`config.mk`:
```
export PLATFORM = sky130hd
export DESIGN_NAME = mux8_rr_arbiter
export DESIGN_NICKNAME = d
export VERILOG_FILES = /design/src/rtl/mux8_rr_arbiter.sv
export SDC_FILE = /design/constraint.sdc
export NUM_CORES = 1
export LEC_CHECK = 0
export CAP_MARGIN = 20
export CORE_MARGIN = 10
export CORE_UTILIZATION = 40
export CTS_BUF_LIST = sky130_fd_sc_hd__clkbuf_8
export CTS_CLUSTER_SIZE = 20
export DETAILED_ROUTE_END_ITERATION = 10
export PLACE_DENSITY_LB_ADDON = 0.12
export SETUP_SLACK_MARGIN = 0.4
export SYNTH_ARGS = -nofsm -noshare
export SYNTH_HDL_FRONTEND = slang
export SYNTH_SLANG_ARGS = --single-unit
```
`constraint.sdc`:
```
create_clock -name clk -period 9.1 [get_ports clk]
set_clock_uncertainty 0.2 [all_clocks]
set_input_delay 2.73 -clock clk [delete_from_list [all_inputs] [get_ports clk]]
set_output_delay 2.73 -clock clk [all_outputs]
set_load 0.01 [all_outputs]
```
`src/rtl/mux8_rr_arbiter.sv`:
```
// 8-to-1 arbitrating multiplexer with valid/ready handshakes.
// Each output beat carries the index of the channel it came from, so a
// downstream 1-to-8 demux can route it back out using out_sel.
// Arbitration is round-robin from a registered pointer, or fixed
// priority with channel 0 highest, chosen per cycle by fixed_pri.
module mux8_rr_arbiter #(
    parameter int DW = 8
) (
    input  logic            clk,
    input  logic            rst_n,
    input  logic            fixed_pri,
    input  logic [7:0]      in_valid,
    input  logic [8*DW-1:0] in_data,
    output logic [7:0]      in_ready,
    output logic            out_valid,
    output logic [DW-1:0]   out_data,
    output logic [2:0]      out_sel,
    input  logic            out_ready
);

    // Channel most recently granted in round-robin mode; the scan starts
    // one past it. Resets to 7 so channel 0 is scanned first.
    logic [2:0]    ptr;

    logic          load;
    logic          found;
    logic [2:0]    grant_idx;
    logic [7:0]    grant;
    logic [DW-1:0] grant_data;

    // The output register can take a new beat when empty or being drained.
    assign load = ~out_valid | out_ready;

    // Grant selection: scan eight candidates in priority order and keep
    // the first valid one.
    always_comb begin
        logic [2:0] idx;
        // NOTE: every variable gets a default before the loop so no path
        // leaves it unassigned, which would otherwise infer a latch.
        found      = 1'b0;
        grant_idx  = 3'd0;
        grant      = 8'h00;
        grant_data = '0;
        idx        = 3'd0;
        for (int k = 1; k <= 8; k++) begin
            // Fixed: 0,1,...,7. Round-robin: ptr+1, ..., ptr+8 (wraps mod 8).
            idx = fixed_pri ? 3'(k - 1) : ptr + 3'(k);
            if (!found && in_valid[idx]) begin
                found     = 1'b1;
                grant_idx = idx;
            end
        end
        if (found) begin
            grant[grant_idx] = 1'b1;
            grant_data       = in_data[grant_idx*DW +: DW];
        end
    end

    // Ready goes only to the granted channel, and never while in reset.
    assign in_ready = (load && rst_n) ? grant : 8'h00;

    // Output register and round-robin pointer update.
    always_ff @(posedge clk or negedge rst_n) begin
        if (!rst_n) begin
            out_valid <= 1'b0;
            out_data  <= '0;
            out_sel   <= 3'd0;
            ptr       <= 3'd7;
        end else if (load) begin
            // NOTE: non-blocking assignments so every register here samples
            // the pre-edge values, independent of statement order.
            if (found) begin
                out_valid <= 1'b1;
                out_data  <= grant_data;
                out_sel   <= grant_idx;
                if (!fixed_pri) begin
                    ptr <= grant_idx;
                end
            end else begin
                // Empty cycle: drop valid but keep the last data/sel.
                out_valid <= 1'b0;
            end
        end
    end

endmodule

```
Word-level counts from Yosys, hierarchy flattened. Index checks and enable logic that the tools add are counted.

Bitwise gates (word level): 3. Add/subtract/negate cells: 7. $lt $le $gt $ge: 10. Muxes and demuxes: 45. Shifts and indexed selects: 1. Reduce and logical (&&, ||, !) cells: 18.

Operator list (number): variable part select 64 x 7 -> 8 bit (1); 2-to-1 mux 3 bit (16); less-than comparator 3 x 4 -> 1 bit (second input constant) (9); binary-select mux 1 bit (select 3 bit) (8); 2-to-1 mux 1 bit (18); 2-to-1 mux 8 bit (2); adder 3 bit (second input constant) (4); logical AND 1 bit (9); logical NOT 1 bit (7); adder 3 x 2 -> 3 bit (second input constant) (2); adder 3 x 1 -> 3 bit (second input constant) (1); demux 1 bit (select 3 bit) (1); >= comparator 3 x 1 -> 1 bit (second input constant) (1); AND reduction 3 bit (1); NOT 1 bit (2); AND reduction 2 bit (1); bitwise OR 1 bit (1).

Bits in registers: 15. Word-level logic and storage cells: 88. Output and inout port bits: 20. Input port bits: 76.

Depth between registers and ports, before layout.
Depth after elaboration: 32. Gate-level depth with buffers: 15.

Worst setup path after synthesis. Ideal clock, no wire load.

Path type: input-to-output. Start point: input port fixed_pri. End point: output port in_ready[0]. Data arrival time: 5.121 ns. Buffers on the path: 3. Cell stages on the path: 11. Setup slack: 1.049 ns. Path through: buf_6 or2_1 buf_6 mux4_2 mux2i_4 a21oi_2 a221o_1 a32oi_4 and3_1 buf_2 nor2b_1.

Word-level cells in the longest chain between the ends: 31.

Ends and longest elaborated chain: from (decl) (RTL line 11) `input logic fixed_pri,`; 2-to-1 mux 3 bit (RTL line 47) `idx = fixed_pri ? 3'(k - 1) : ptr + 3'(k);`; binary-select mux 1 bit (select 3 bit) (RTL line 48) `if (!found && in_valid[idx]) begin`; 2-to-1 mux 1 bit (implied by the code) (RTL line 48); 2-to-1 mux 1 bit (RTL line 48); logical NOT 1 bit (RTL line 48); logical AND 1 bit (RTL line 48); 2-to-1 mux 1 bit (RTL line 48); logical NOT 1 bit (RTL line 48); [... 15 more ...]; logical AND 1 bit (RTL line 48); 2-to-1 mux 3 bit (RTL line 48); less-than comparator 3 x 4 -> 1 bit (implied by the code) / >= comparator 3 x 1 -> 1 bit (equally long branches) (RTL line 54) `grant[grant_idx] = 1'b1;`; logical AND 1 bit (implied by the code) (RTL line 54); 2-to-1 mux 1 bit (implied by the code) (RTL line 54); demux 1 bit (select 3 bit) (RTL line 54); 2-to-1 mux 8 bit (*) (RTL line 53) `if (found) begin`; 2-to-1 mux 8 bit (*) (RTL line 60) `assign in_ready = (load && rst_n) ? grant : 8'h00;`; to (decl) (RTL line 14) `output logic [7:0] in_ready,`.

Every way passes the cells marked *; elsewhere a longest branch is shown, timed or not. The select of a mux whose other input is x is not followed.

Final worst setup path.
Start point: input port in_valid[0]. End point: output port in_ready[3].

Word-level cells in the longest chain between the ends: 30.

Ends and longest elaborated chain: from (decl) (RTL line 12) `input logic [7:0] in_valid,`; binary-select mux 1 bit (select 3 bit) (RTL line 48); 2-to-1 mux 1 bit (implied by the code) (RTL line 48); 2-to-1 mux 1 bit (RTL line 48); logical NOT 1 bit (RTL line 48); logical AND 1 bit (RTL line 48); 2-to-1 mux 1 bit (RTL line 48); logical NOT 1 bit (RTL line 48); logical AND 1 bit (RTL line 48); [... 14 more ...]; logical AND 1 bit (RTL line 48); 2-to-1 mux 3 bit (RTL line 48); less-than comparator 3 x 4 -> 1 bit (implied by the code) / >= comparator 3 x 1 -> 1 bit (equally long branches) (RTL line 54); logical AND 1 bit (implied by the code) (RTL line 54); 2-to-1 mux 1 bit (implied by the code) (RTL line 54); demux 1 bit (select 3 bit) (RTL line 54); 2-to-1 mux 8 bit (*) (RTL line 53); 2-to-1 mux 8 bit (*) (RTL line 60).

Marked as above.

==> results.txt <==
The flow ran to the end, and the final reports show no timing, DRC or antenna violations. The die covers 9352 sq um. The number of DRC markers in iteration 0 came out at 265. Most repeated cell in the gate-level netlist after synthesis: sky130_fd_sc_hd__nand2_1. In the final routed layout, each cell accounts on average for 19.53 um. The maximum fanout along the worst path is 18, and the final critical delay including setup and external delays is 8.601 ns. Clock tree synthesis inserted a total of 3 buffers. The critical path is of the input port to primary output type. The run gives 304 as the post-synthesis cell count. The analysis attributes to cell leakage a power of 1.459 nW.

Yosys mapped a number of flops with a built-in enable equal to 0. The tools report the first-pass GRT wire length as 14750 um. In this run the worst hold path is classified as register to register.

The power density over cell area works out to 385.6 nW/um^2. The number of buffers between clock root and the deepest sink was 2. The run gives 2861 as the number of global-route vias before repair.

The top cell type by area accounts for 12.76% of the synthesized area. The clock reaches the later pin of the worst-skew pair after 0.25 ns. The run gives 0 as the number of antenna violations at the first check in global routing. Clock-pin slew was measured on the worst setup and hold paths at 0.07 ns.

The ratio of cells with drive above 1 in the final layout is 22.25%. For the worst setup path, the data required time is 6.17 ns. The worst path uses 94.51% of the clock period. The number of nets in the synthesized netlist is 382. A synthesized cell averages 7.742 sq um. For this run, the number of Yosys warnings is 0. The number of hold-slack violations in the final timing report is 0, and the net total in the final layout is 497. Cell type contributing the most total cell area after synthesis: sky130_fd_sc_hd__dfrtp_1. After clock tree synthesis, the flow added hold-fix buffers numbering 0. The instance area after placement was 3536 sq um; the global placer's final weighted congestion was 0.9424. For the DRC violation count after routing, the log shows 0. For this run, asynchronously set or reset flops after synthesis account for 100.0%. Derived from the worst setup path, the maximum achievable clock frequency is 0.1163 GHz.

The final layout contains routed wiring with a total length of 9572 um. The area growth from synthesis to layout is 56.94%. After floorplanning, the core was divided into 27 placement rows. By area the synthesized netlist is led by sky130_fd_sc_hd__dfrtp_1 13%, sky130_fd_sc_hd__mux2_2 11%, sky130_fd_sc_hd__nand2_1 4.6%.

The clock drives 15 sinks. The critical path's largest stage delay was 0.59 ns; the number of max-cap violations was 0. The slowest stage of the critical path belongs to the cell sky130_fd_sc_hd__clkdlybuf4s50_1. The critical path goes through clkdlybuf4s50_1 -> mux2_2 -> nor3_1 -> or4_1 -> o211a_4 -> a211o_1 -> a32oi_4 -> buf_12 -> nor2_1 -> inv_1 -> nor2_1 -> clkdlybuf4s50_1. Setup repair after global routing could not meet its margin everywhere. The number of antenna diodes came out at 0. For the pin count of the biggest net entering global routing, the log shows 26. Setup total negative slack on the finished layout was measured at 0 ns.

The die is 96.71 um wide. The register bit count reported by yosys is 15, and the data arrival time of the worst path is 5.67 ns. Count of buffering cells on the critical path with inverters included: 4.

The level count of the clock H-tree was 1. After global routing the overflow that remains totals 0. The tools report the cell chosen for the clock root as sky130_fd_sc_hd__clkbuf_8. Most instantiated flip-flop cell in the synthesis netlist: sky130_fd_sc_hd__dfrtp_1. Initial core utilization: 41.97%. Using the TritonRoute via totals, the vias-per-cell ratio works out to 5.967. The tools report the type of destination of the critical path as a primary output.

The combined global-route utilization of all metal layers came out at 18.56%. By count the netlist is led by 29 x sky130_fd_sc_hd__nand2_1, 28 x sky130_fd_sc_hd__nor2_1, 22 x sky130_fd_sc_hd__mux2_2. The height of the die is 96.71 um, and the peak ir drop on the vdd network is 0.3583 mV. The proportion of synthesized chip area in sequential cells was 16.11%; the area of the core was 5608 sq um.

The final-report max-slew violation count is 0, and the top-level port count is 96. The transition time at the pin with the least slew margin works out to 0.6164 ns. The total vias in the final route is 2924, and the number of distinct library cells after synthesis is 67. The first detailed-routing pass ran for 5 iterations. Post-synth design cell area: 2354 sq um. Detailed placement finished with a half-perimeter wire length of 7811 um. The cell type group with the largest total delay on the critical path was buffers and inverters. TritonCTS built the clock tree. In this run the tool buffered the top-level ports with 95 buffer cells. The remaining number of nets flagged by the antenna check after routing is 0.

The setup violation total in the final timing report came out at 0. The final instance area is 3694 sq um. The run gives 58.77% as the relative slew slack. The startpoint class of the critical path was an input port.
==> path summary, 6_finish.rpt <==
| kind | start | end | slack, ns | depth (start not counted) |
|---|---|---|---|---|
| max reg2reg | ptr[0] | out_data[5] | 4.60 | 14 |
| min reg2reg | out_sel[2] | out_sel[2] | 0.34 | 2 |
| max in group asynchronous | rst_n | out_data[5] | 5.64 | 2 |
| min | out_sel[2] | out_sel[2] | 0.34 | 2 |
| max | in_valid[0] | in_ready[3] | 0.50 | 12 |
| min in group asynchronous | rst_n | out_sel[2] | 2.56 | 1 |
==> metrics by stage <==
step | instances | power (mW) | hold WS [ns] | setup slack (ns) | utilization (%)
2_1_floorplan | 304 | 0.9168 | 0.3633 | 1.049 | -
4_1_cts | 487 | 1.374 | 0.3431 | 0.2967 | 64.28
5_1_grt | 490 | 1.528 | 0.3768 | 0.3553 | 65.86
3_5_place_dp | 483 | 1.308 | 0.3217 | 0.06709 | 63.05
6_report | 490 | 1.424 | 0.3400 | 0.4994 | 65.86
3_3_place_gp | 483 | 1.295 | 0.3110 | 0.03269 | 63.05
==> layout by cell type, fill, tap and decap left out, types with 5 or more instances in the layout <==
cell type,n
sky130_fd_sc_hd__a22oi_1,7
sky130_fd_sc_hd__nor2b_1,9
sky130_fd_sc_hd__buf_4,33
sky130_fd_sc_hd__o21ai_0,13
sky130_fd_sc_hd__nand2_1,29
sky130_fd_sc_hd__o22ai_1,5
sky130_fd_sc_hd__a21oi_1,8
sky130_fd_sc_hd__dlygate4sd2_1,7
sky130_fd_sc_hd__mux2i_1,7
sky130_fd_sc_hd__nand3_1,16
sky130_fd_sc_hd__a211oi_1,6
sky130_fd_sc_hd__nor2_1,26
sky130_fd_sc_hd__clkdlybuf4s50_1,83
sky130_fd_sc_hd__mux2_2,22
sky130_fd_sc_hd__nor3_1,8
sky130_fd_sc_hd__dfrtp_1,12
sky130_fd_sc_hd__a31oi_1,8
sky130_fd_sc_hd__o211ai_1,13
==> sequential cells by signal, summed over array words and instances, names as in the netlist <==
register	count
ptr	3
out_valid	1
out_sel	3
out_data	8
==> logic make-up (layout without fill, tap and decap cells) <==
kind of cell	count (synthesis)	in the layout	synth area share [%]
adder cells (fa/ha/maj)	2	2	1.063
buffers and inverters	25	139	5.794
AO/OA/AOI/OAI	101	101	31.85
multiplexers	34	34	17.33
flip-flops	15	15	16.11
AND/OR/NAND/NOR	122	122	26.00
XOR/XNOR	5	5	1.861
==> report_power, final <==
part           internal, mW  leakage (nW)  total [mW]  switching (mW)
Sequential            0.107         0.166       0.156          0.0491
Combinational         0.570          1.27        1.21           0.642
Clock                0.0304        0.0255      0.0560          0.0256
==> cell type report <==
type	instances	area, sq um
multi-input combinational	264	1933
clock inverter	1	5.005
inverter	5	18.77
clock buffer	3	41.29
tap	72	90.09
timing repair buffer	130	1226
sequential	15	379.1
fill	518	1914
==> layer usage <==
layer	GRT usage [%]	share of wire [%]
met5	0	0
met3	4.897	7.7
met1	22.77	42
met4	3.833	1.3
met2	31.54	49
==> worst register-to-register path: stages (launching register included) <==
cell	delay, ns
sky130_fd_sc_hd__dfstp_2	0.83
sky130_fd_sc_hd__inv_1	0.19
sky130_fd_sc_hd__ha_1	0.28
sky130_fd_sc_hd__xor2_1	0.51
sky130_fd_sc_hd__a2111oi_2	0.13
sky130_fd_sc_hd__buf_4	0.19
sky130_fd_sc_hd__o2bb2ai_1	0.19
sky130_fd_sc_hd__o211a_4	0.30
sky130_fd_sc_hd__and2_1	0.20
sky130_fd_sc_hd__a311o_1	0.40
sky130_fd_sc_hd__and2_1	0.19
sky130_fd_sc_hd__buf_4	0.16
sky130_fd_sc_hd__nor2_2	0.24
sky130_fd_sc_hd__a32oi_1	0.15
sky130_fd_sc_hd__a31o_1	0.23
==> timing repair <==
action | 4_1_cts | 5_1_grt
gates resized for setup | 16 | 19
pin swaps | 1 | 1
cloned | 0 | 0
buffers inserted | 0 | 3
setup endpoints to repair | 8 | 6
Power figures use the tool's default switching activity.
